### config.mk
export PLATFORM = sky130hd
export DESIGN_NAME = prach_hb1_int_flat
export DESIGN_NICKNAME = d
export VERILOG_FILES = /design/src/rtl/prach_hb1_pkg.sv /design/src/rtl/prach_hb1_int_if.sv /design/src/rtl/delay.sv /design/src/rtl/prach_hb1_ph1_buf.sv /design/src/rtl/prach_hb1_int.sv /design/src/flat_wrapper.sv
export SDC_FILE = /design/constraint.sdc
export NUM_CORES = 2
export LEC_CHECK = 0
export BUFFER_PORTS_ARGS = -buffer_cell sky130_fd_sc_hd__buf_4
export CAP_MARGIN = 40
export CORE_UTILIZATION = 42
export CTS_CLUSTER_SIZE = 16
export DETAILED_ROUTE_END_ITERATION = 12
export PLACE_DENSITY = 0.65
export SLEW_MARGIN = 10
export SYNTH_ARGS = -nofsm -noshare
export SYNTH_HDL_FRONTEND = slang
export SYNTH_SLANG_ARGS = --single-unit
### constraint.sdc
create_clock -name clk -period 7.1 [get_ports clk]
set_clock_uncertainty 0.2 [all_clocks]
set_input_delay 0 -clock clk [delete_from_list [all_inputs] [get_ports clk]]
set_output_delay 0 -clock clk [all_outputs]
set_load 0.1 [all_outputs]
### src/rtl/prach_hb1_pkg.sv
// rtl/prach_hb1_pkg.sv - shared constants, types and helpers for the PRACH half-band x2 interpolator
package prach_hb1_pkg;
  localparam int NumChannel = 16;
  localparam int ChnBits    = 4;
  localparam int TapLen     = 3 * NumChannel + 1;

  // fi(1,18,17): index 0 pairs with the outer taps, index 1 with the inner taps
  localparam logic signed [17:0] Coef [2] = '{-18'sd4134, 18'sd36901};
  localparam logic signed [35:0] RoundConst = 36'sd32768;
  localparam logic signed [15:0] SatMax = 16'sh7fff;
  localparam logic signed [15:0] SatMin = 16'sh8000;

  typedef enum logic [1:0] {IDLE, LOAD, DRAIN} state_t;

  function automatic logic signed [15:0] sat16(input logic signed [19:0] v);
    if (v > 20'(SatMax)) return SatMax;
    if (v < 20'(SatMin)) return SatMin;
    return v[15:0];
  endfunction
endpackage

### src/rtl/prach_hb1_int_if.sv
// rtl/prach_hb1_int_if.sv - TDM sample-in / interpolated sample-out bundle
interface prach_hb1_int_if;
  logic signed [15:0] din_dq;
  logic               din_dv;
  logic [7:0]         din_chn;
  logic               sync_in;
  logic signed [15:0] dout_dq;
  logic               dout_dv;
  logic [7:0]         dout_chn;
  logic               dout_ph;
  logic               sync_out;
  logic               err;

  modport master (
    output din_dq, din_dv, din_chn, sync_in,
    input  dout_dq, dout_dv, dout_chn, dout_ph, sync_out, err
  );
  modport slave (
    input  din_dq, din_dv, din_chn, sync_in,
    output dout_dq, dout_dv, dout_chn, dout_ph, sync_out, err
  );
endinterface

### src/rtl/delay.sv
// rtl/delay.sv - fixed-latency register pipe used to align control with the datapath
module delay #(
  parameter int Width = 1,
  parameter int Depth = 1
) (
  input  logic             clk,
  input  logic             rst_n,
  input  logic [Width-1:0] din,
  output logic [Width-1:0] dout
);
  logic [Width-1:0] pipe [Depth];

  always_ff @(posedge clk or negedge rst_n) begin
    if (!rst_n) begin
      for (int i = 0; i < Depth; i++) pipe[i] <= '0;
    end else begin
      pipe[0] <= din;
      for (int i = 1; i < Depth; i++) pipe[i] <= pipe[i-1];
    end
  end

  assign dout = pipe[Depth-1];
endmodule

### src/rtl/prach_hb1_ph1_buf.sv
// rtl/prach_hb1_ph1_buf.sv - per-channel phase-1 holding buffer, written by the pipeline and read by the drain
module prach_hb1_ph1_buf
  import prach_hb1_pkg::*;
(
  input  logic                clk,
  input  logic                rst_n,
  input  logic                wr_en,
  input  logic [ChnBits-1:0]  wr_addr,
  input  logic signed [15:0]  wr_data,
  input  logic [ChnBits-1:0]  rd_addr,
  output logic signed [15:0]  rd_data
);
  logic signed [15:0] mem [NumChannel];

  always_ff @(posedge clk or negedge rst_n) begin
    if (!rst_n) begin
      for (int i = 0; i < NumChannel; i++) mem[i] <= '0;
    end else if (wr_en) begin
      mem[wr_addr] <= wr_data;
    end
  end

  assign rd_data = mem[rd_addr];
endmodule

### src/rtl/prach_hb1_int.sv
// rtl/prach_hb1_int.sv - 16-channel TDM half-band x2 interpolator: centre tap passes through, filtered phase is replayed after the frame
module prach_hb1_int
  import prach_hb1_pkg::*;
(
  input  logic          clk,
  input  logic          rst_n,
  prach_hb1_int_if.slave io
);
  state_t             state, state_nxt;
  logic [ChnBits-1:0] cnt;
  logic               start, chn_ok, accept, viol, drain_rd;

  assign start  = io.din_dv && (io.din_chn == '0) && io.sync_in;
  assign chn_ok = (io.din_chn == 8'(cnt));

  always_ff @(posedge clk or negedge rst_n) begin
    if (!rst_n) state <= IDLE;
    else        state <= state_nxt;
  end

  always_comb begin
    state_nxt = state;
    case (state)
      IDLE:    if (start) state_nxt = LOAD;
      LOAD:    if (!io.din_dv || !chn_ok) state_nxt = IDLE;
               else if (cnt == ChnBits'(NumChannel - 1)) state_nxt = DRAIN;
      DRAIN:   if (cnt == ChnBits'(NumChannel - 1)) state_nxt = IDLE;
      default: state_nxt = IDLE;
    endcase
  end

  always_comb begin
    accept   = 1'b0;
    viol     = 1'b0;
    drain_rd = 1'b0;
    case (state)
      IDLE:  begin accept = start; viol = io.din_dv && !start; end
      LOAD:  begin accept = io.din_dv && chn_ok; viol = !(io.din_dv && chn_ok); end
      DRAIN: begin drain_rd = 1'b1; viol = io.din_dv; end
      default: ;
    endcase
  end

  // LOAD expects channel 1 next since the channel-0 sample is taken in IDLE
  always_ff @(posedge clk or negedge rst_n) begin
    if (!rst_n)                  cnt <= '0;
    else if (state_nxt == IDLE)  cnt <= '0;
    else if (state == IDLE)      cnt <= ChnBits'(1);
    else                         cnt <= cnt + ChnBits'(1);
  end

  logic signed [15:0] tap [TapLen];
  logic signed [16:0] pa_out, pa_in;
  logic signed [34:0] pr_out, pr_in;
  logic signed [35:0] acc_sum;
  logic signed [19:0] rnd;

  always_ff @(posedge clk or negedge rst_n) begin
    if (!rst_n) begin
      for (int i = 0; i < TapLen; i++) tap[i] <= '0;
    end else if (accept) begin
      tap[0] <= io.din_dq;
      for (int i = 1; i < TapLen; i++) tap[i] <= tap[i-1];
    end
  end

  assign acc_sum = 36'(pr_out) + 36'(pr_in) + RoundConst;

  // Shift by 16 rather than 17 folds in the x2 interpolation gain
  always_ff @(posedge clk or negedge rst_n) begin
    if (!rst_n) begin
      pa_out <= '0;
      pa_in  <= '0;
      pr_out <= '0;
      pr_in  <= '0;
      rnd    <= '0;
    end else begin
      pa_out <= 17'(tap[0]) + 17'(tap[3*NumChannel]);
      pa_in  <= 17'(tap[NumChannel]) + 17'(tap[2*NumChannel]);
      pr_out <= 35'(pa_out) * 35'(Coef[0]);
      pr_in  <= 35'(pa_in) * 35'(Coef[1]);
      rnd    <= acc_sum[35:16];
    end
  end

  logic [9:0]         ctl_bus;
  logic               p0_v, p0_sync;
  logic [7:0]         p0_chn;
  logic signed [15:0] p0_dq;
  logic [20:0]        dr_bus;
  logic               dr_v;
  logic [ChnBits-1:0] dr_chn;
  logic signed [15:0] dr_dq, rd_data;

  delay #(.Width(10), .Depth(4)) u_ctl_dly (
    .clk(clk), .rst_n(rst_n),
    .din({accept, io.sync_in, io.din_chn}), .dout(ctl_bus)
  );
  delay #(.Width(16), .Depth(3)) u_p0_dly (
    .clk(clk), .rst_n(rst_n),
    .din(tap[2*NumChannel]), .dout(p0_dq)
  );
  delay #(.Width(21), .Depth(4)) u_drain_dly (
    .clk(clk), .rst_n(rst_n),
    .din({drain_rd, cnt, rd_data}), .dout(dr_bus)
  );

  assign {p0_v, p0_sync, p0_chn} = ctl_bus;
  assign {dr_v, dr_chn, dr_dq}   = dr_bus;

  prach_hb1_ph1_buf u_ph1_buf (
    .clk(clk), .rst_n(rst_n),
    .wr_en(p0_v), .wr_addr(p0_chn[ChnBits-1:0]), .wr_data(sat16(rnd)),
    .rd_addr(cnt), .rd_data(rd_data)
  );

  always_ff @(posedge clk or negedge rst_n) begin
    if (!rst_n) begin
      io.dout_dq  <= '0;
      io.dout_dv  <= 1'b0;
      io.dout_chn <= '0;
      io.dout_ph  <= 1'b0;
      io.sync_out <= 1'b0;
      io.err      <= 1'b0;
    end else begin
      io.err <= viol;
      if (p0_v) begin
        io.dout_dq  <= p0_dq;
        io.dout_dv  <= 1'b1;
        io.dout_chn <= p0_chn;
        io.dout_ph  <= 1'b0;
        io.sync_out <= p0_sync;
      end else if (dr_v) begin
        io.dout_dq  <= dr_dq;
        io.dout_dv  <= 1'b1;
        io.dout_chn <= 8'(dr_chn);
        io.dout_ph  <= 1'b1;
        io.sync_out <= 1'b0;
      end else begin
        io.dout_dq  <= '0;
        io.dout_dv  <= 1'b0;
        io.dout_chn <= '0;
        io.dout_ph  <= 1'b0;
        io.sync_out <= 1'b0;
      end
    end
  end
endmodule

### src/flat_wrapper.sv
// flat-port wrapper written by rule: the top's interface ports become plain ports
module prach_hb1_int_flat import prach_hb1_pkg::*;
  (clk, rst_n, io_din_dq, io_din_dv, io_din_chn, io_sync_in, io_dout_dq, io_dout_dv, io_dout_chn, io_dout_ph, io_sync_out, io_err);
  prach_hb1_int_if io_i ();
  input  logic clk;
  input  logic rst_n;
  input wire logic [$bits(io_i.din_dq)-1:0] io_din_dq;
  input wire logic [$bits(io_i.din_dv)-1:0] io_din_dv;
  input wire logic [$bits(io_i.din_chn)-1:0] io_din_chn;
  input wire logic [$bits(io_i.sync_in)-1:0] io_sync_in;
  output wire logic [$bits(io_i.dout_dq)-1:0] io_dout_dq;
  output wire logic [$bits(io_i.dout_dv)-1:0] io_dout_dv;
  output wire logic [$bits(io_i.dout_chn)-1:0] io_dout_chn;
  output wire logic [$bits(io_i.dout_ph)-1:0] io_dout_ph;
  output wire logic [$bits(io_i.sync_out)-1:0] io_sync_out;
  output wire logic [$bits(io_i.err)-1:0] io_err;
  assign io_i.din_dq = io_din_dq;
  assign io_i.din_dv = io_din_dv;
  assign io_i.din_chn = io_din_chn;
  assign io_i.sync_in = io_sync_in;
  assign io_dout_dq = io_i.dout_dq;
  assign io_dout_dv = io_i.dout_dv;
  assign io_dout_chn = io_i.dout_chn;
  assign io_dout_ph = io_i.dout_ph;
  assign io_sync_out = io_i.sync_out;
  assign io_err = io_i.err;
  prach_hb1_int u_core (.clk(clk), .rst_n(rst_n), .io(io_i));
endmodule
* After elaboration in Yosys (flattened, before gate mapping)
Index checks and enable logic that the tools add are counted.
Storage, ports and cells: register bits after elaboration 1364, bits of input ports 28, output and inout port bits 28, word-level logic and storage cells 151
Cells by class: $add $sub $neg 5, multiply operators 2, $lt $le $gt $ge 5, equal/unequal tests 4, mux-type cells 31, bitwise logic cells 2, reduce and logical (&&, ||, !) cells 13
Operator list (number):
- 256-bit bitwise mux | 1
- 16-bit two-way mux | 9
- 16-bit binary-select mux with 4-bit select | 1
- 16-bit demux with 4-bit select | 1
- 36-bit by 17-bit adder with 36-bit output (second input constant) | 1
- 31-bit by 34-bit adder with 35-bit output | 1
- 16-bit by 16-bit adder with 17-bit output | 2
- 17-bit by 17-bit multiplier with 34-bit output (second input constant) | 1
- 17-bit by 13-bit multiplier with 30-bit output (second input constant) | 1
- 20-bit by 16-bit > comparator with 1-bit output (second input constant) | 1
- 20-bit by 16-bit < comparator with 1-bit output (second input constant) | 1
- 4-bit two-way mux | 3
- 5-bit >= comparator (second input constant) | 2
- 4-bit NOT with 5-bit output | 2
- 8-bit by 4-bit == test with 1-bit output | 1
- 8-bit logical NOT | 1
- 1-bit two-way mux | 8
- 2-bit two-way mux | 4
- 8-bit two-way mux | 1
- 2-bit one-hot mux with 3 select lines | 1
- 1-bit logical AND | 5
- 5-bit by 1-bit < comparator with 1-bit output (second input constant) | 1
- 4-bit by 1-bit adder with 4-bit output (second input constant) | 1
- 4-bit == test (second input constant) | 1
- other kinds (7) | 11

* Depth between registers and ports, before layout
depth in word-level cells 7, gate-level depth with buffers 23, gate-level depth less buffers 23

* Cells and area by module
Synthesis repeated with hierarchy kept, for this count alone.
Unflattened totals: cell total of the unflattened synthesis 5948, area, all modules 62322.3 um2
Modules (own cells, without submodules):
- prach_hb1_int | instances 1, cells an instance 5018, area each 46163.0 um2, sequential area each 23397.4 um2
- prach_hb1_ph1_buf | instances 1, cells an instance 711, area each 11502.3 um2, sequential area each 6406.1 um2
- delay (u_core.u_drain_dly) | instances 1, cells an instance 105, area each 2259.7 um2, sequential area each 2102.0 um2
- delay (u_core.u_p0_dly) | instances 1, cells an instance 64, area each 1321.3 um2, sequential area each 1201.2 um2
- delay (u_core.u_ctl_dly) | instances 1, cells an instance 50, area each 1076.0 um2, sequential area each 1001.0 um2

* Least setup slack after synthesis
OpenSTA, ideal clock, no wires.
path kind flip-flop to flip-flop, from reg u_core.pa_out[16], to reg u_core.pr_out[29], library setup time 122 ps, data arrival time 5523 ps, data required time 6778 ps, setup slack 1255 ps, stages on the path, launching flop included 22, buffers on the path 1, period minus slack after synthesis 5845 ps, cells stage by stage dfrtp_1 -> clkbuf_1 -> inv_1 -> fa_1 -> inv_1 -> fa_1 -> inv_1 -> fa_1 -> inv_1 -> fa_1 -> ha_1 -> ha_1 -> a21o_1 -> a21o_1 -> a21oi_1 -> o22a_1 -> o311ai_0 -> a41oi_1 -> nor2b_1 -> o21a_1 -> o41a_1 -> xor2_1
On the way: longest elaborated chain between the ends 1
RTL lines:
- start, declared | RTL line prach_hb1_int.sv:53 | logic signed [16:0] pa_out, pa_in;
- start signal, assigned | RTL line prach_hb1_int.sv:78 | pa_out <= 17'(tap[0]) + 17'(tap[3*NumChannel]);
- 17-bit by 13-bit multiplier with 30-bit output | RTL line prach_hb1_int.sv:80 | pr_out <= 35'(pa_out) * 35'(Coef[0]);
- end signal, assigned | RTL line prach_hb1_int.sv:80
- end, declared | RTL line prach_hb1_int.sv:54 | logic signed [34:0] pr_out, pr_in;
No other way between the ends. A chain may end at the register's enable or synchronous reset.

* Worst setup path in the final report
from reg u_core.pa_out[5], to reg u_core.pr_out[30] (netlist name)
On the way: longest elaborated chain between the ends 1
RTL lines (RTL line):
- 17-bit by 13-bit multiplier with 30-bit output | prach_hb1_int.sv:80
No other way between the ends.

==> results.json <==
{
  "path_cells": "inv_1 > fa_1 > fa_1 > inv_1 > fa_1 > fa_1 > fa_1 > ha_1 > ha_1 > a21oi_1 > nor2b_1 > o21ai_0 > and4b_1 > o31ai_1 > o41ai_1 > o2111ai_1 > a21oi_1 > xnor2_1",
  "switchingPower_mw": 4.947,
  "placement.io_buffers": 55,
  "ys_async_sr_fraction_pct": 100.0,
  "fin_cells": 8262,
  "grt.total_usage_pct": 18.17,
  "ys_types": 86,
  "holdCritPathClass": "in2reg",
  "ant_nets": 0,
  "htree_levels": 4,
  "syn-instance-count": 6191,
  "fin_nets": 6726,
  "start_kind": "register",
  "routed_wl_mm": 129.4,
  "p_int_mw": 13.53,
  "cts_buffer_depth": 3,
  "period_share_pct": 91.08,
  "core_area_mm2": 0.1442,
  "finalHoldViolations": 0,
  "place_area_mm2": 0.06399,
  "path_delay_family": "adder cells",
  "synth_edf_count": 0,
  "drv_slew": 0,
  "status": "complete, no violations",
  "fin_util_pct": 48.24,
  "path_class": "reg2reg",
  "stdcell_area_mm2": 0.06955,
  "ys.warnings.count": 0,
  "dr.pass1.iters": 5,
  "syn-cell-area_mm2": 0.06128,
  "slowest_stage": "fa_1",
  "grt_pass1_vias": 41700,
  "cellLeakagePower_nw": 36.98,
  "num_rows": 139,
  "layout_min_cycle_time_ps": 6466,
  "ios": 56,
  "dp.cells": 7941,
  "crit_top_cell": "fa_1",
  "cts_made_buffers": 143,
  "yosysSeqAreaShare_pct": 55.66,
  "critPathMaxStageDelay_ps": 570,
  "crit_required_ps": 7590,
  "endpoint_kind": "register",
  "path_clk_slew_ps": 70,
  "max-cap-violations": 0,
  "drcViolationCount": 0,
  "cp_max_fo": 5,
  "synth_flop_cell": "dfrtp_1",
  "die_width_um": 384.0,
  "arrival_ps": 6960,
  "max-slew-margin-rel_pct": 28.12,
  "grt_overflow": 0,
  "cts_tree": "yes",
  "syn_to_final_growth_pct": 13.51,
  "route.vias.total": 40990,
  "clock-sinks": 1363,
  "cts-resized-gates": 0,
  "seq_power_share_pct": 43.6,
  "peakVddDrop_mv": 0.2267,
  "die_y_um": 384.0,
  "avgSynthCellArea_um2": 9.898,
  "timing.final.ws_setup_ps": 633.6,
  "fmax_mhz": 154.6,
  "setup_viol": 0,
  "p_comb_share_pct": 14.6,
  "die-area_mm2": 0.1474,
  "setup_tns_ps": 0,
  "clkPwrFrac_pct": 41.8,
  "grt_start_max_net_pins": 208,
  "clk_latency_ps": 770,
  "tightest_slew_ps": 1078,
  "swShare_pct": 26.78,
  "hpwlAfterDp_mm": 84.01,
  "yosys_register_bits": 1363,
  "cp_num_buf_inv": 2,
  "antenna_found_initial": 12,
  "syn-num-nets": 6679,
  "wl_per_cell_um": 15.67,
  "layout-drive-gt1-share_pct": 7.362,
  "gp_congestion": 0.8572,
  "start_util_pct": 42.50,
  "grt_setup_unrepaired": "no",
  "grt_pass1_wl_mm": 215.6,
  "routed_via_density": 4.962,
  "pre_cts_slack_ps": 748.8,
  "final_common_cell": "nand2_1",
  "final_cell_mix": "2695 x nand2_1, 1361 x dfrtp_1, 336 x o21ai_0",
  "drt_iter0_drc": 3264,
  "powerDensity_mw_per_mm2": 265.6,
  "cts-root-buf": "clkbuf_16"
}
-- synth_stat cells, drive strengths merged (7+ instances only) --
| library cell | instances | share of area (%) |
|---|---|---|
| a21boi | 8 | 0.098 |
| ha | 294 | 6.0 |
| mux4 | 32 | 1.2 |
| mux2i | 59 | 0.96 |
| nor3 | 26 | 0.22 |
| mux2 | 28 | 0.51 |
| and2 | 20 | 0.21 |
| xor2 | 28 | 0.40 |
| fa | 166 | 5.4 |
| a21oi | 86 | 0.71 |
| a21o | 34 | 0.42 |
| o21a | 17 | 0.21 |
| inv | 265 | 1.6 |
| nand2b | 16 | 0.16 |
| and3 | 14 | 0.14 |
| or3 | 7 | 0.071 |
| o21bai | 8 | 0.098 |
| a22oi | 17 | 0.21 |
| nand2 | 2695 | 17 |
| a211oi | 13 | 0.18 |
| xnor2 | 99 | 1.4 |
| dfrtp | 1363 | 56 |
| a22o | 19 | 0.27 |
| clkbuf | 270 | 1.7 |
| nor2b | 18 | 0.18 |
| nand3 | 30 | 0.25 |
| nor2 | 75 | 0.46 |
| o21ai | 344 | 2.8 |
| o211ai | 8 | 0.098 |
| buf | 12 | 0.088 |
| a221oi | 19 | 0.28 |
| nand4 | 11 | 0.12 |
-- per-stage QoR --
step / power [mW] / hold WS (ps)
after floorplan: 9.978 / -495.6
after global placement: 10.85 / -104.1
after detailed placement: 10.88 / -98.85
after CTS: 18.72 / 7.473
after global routing: 19.37 / 127.4
final: 18.47 / 84.19
-- power by group through the flow --
stage | registers [mW] | clock network (mW) | logic (mW)
6_report | 8.05 | 7.73 | 2.70
3_3_place_gp | 8.20 | 0 | 2.65
3_5_place_dp | 8.20 | 0 | 2.68
2_1_floorplan | 8.13 | 0 | 1.85
4_1_cts | 8.06 | 7.93 | 2.74
5_1_grt | 8.06 | 8.24 | 3.06
-- tightest hold or removal path, stage by stage --
cell and delay [ps]:
dlygate4sd3_1 540, buf_4 140, nand2_1 100, nor3_1 70
o22ai_1 160
-- logic make-up after synthesis --
group                    count (synthesis)  synth area share, %
adder cells (fa/ha/maj)                460                11.43
buffers and inverters                  548                3.373
multiplexers                           119                2.654
AND/OR/NAND/NOR                       2942                18.78
XOR/XNOR                               127                1.846
flip-flops                            1363                55.66
AO/OA/AOI/OAI                          632                6.256
-- area by class of cell --
cell class / instances / area, um2
Fill cell: 13180 / 74620
Sequential cell: 1363 / 34110
Multi-Input combinational cell: 4280 / 25150
Clock buffer: 214 / 4349
Tap cell: 1903 / 2381
Timing Repair Buffer: 184 / 1917
Inverter: 266 / 998.5
Clock inverter: 50 / 644.4
Antenna cell: 2 / 5.005
-- sequential cells by signal (all words and copies together) (netlist names), 17 cells and up --
name	flops
u_core.pa_out	17
u_core.u_ph1_buf.mem	256
u_core.pr_in	33
u_core.tap	784
u_core.u_ctl_dly.pipe	30
u_core.rnd	20
u_core.u_drain_dly.dout	21
u_core.pa_in	17
u_core.u_drain_dly.pipe	63
u_core.pr_out	30
u_core.u_p0_dly.pipe	32
-- metal layers --
metal | GRT usage (%) | vias up | wire (um)
met5 | 0 | - | 0
met4 | 5.696 | 0 | 3302
met3 | 2.978 | 215 | 5141
met2 | 29.81 | 581 | 62160
met1 | 24.64 | 20370 | 58840
li1 | - | 19830 | -
-- final timing paths --
path | from | end | slack [ps] | depth (start not counted)
min in group asynchronous | rst_n | u_core.pa_out[6] | 450 | 4
max | u_core.pa_out[5] | u_core.pr_out[30] | 630 | 18
min reg2reg | u_core.u_drain_dly.pipe[29] | u_core.u_drain_dly.dout[8] | 140 | 0
max reg2reg | u_core.pa_out[5] | u_core.pr_out[30] | 630 | 18
max in group asynchronous | rst_n | u_core.tap[742] | 5260 | 4
min | io_din_dv | u_core.io.err | 80 | 5
-- timing repair --
| action | 4_1_cts | 5_1_grt |
|---|---|---|
| hold buffers | 55 | 0 |
| endpoints found under the hold margin | 624 | 0 |
| setup buffers | 0 | 0 |
Power figures use the tool's default switching activity.
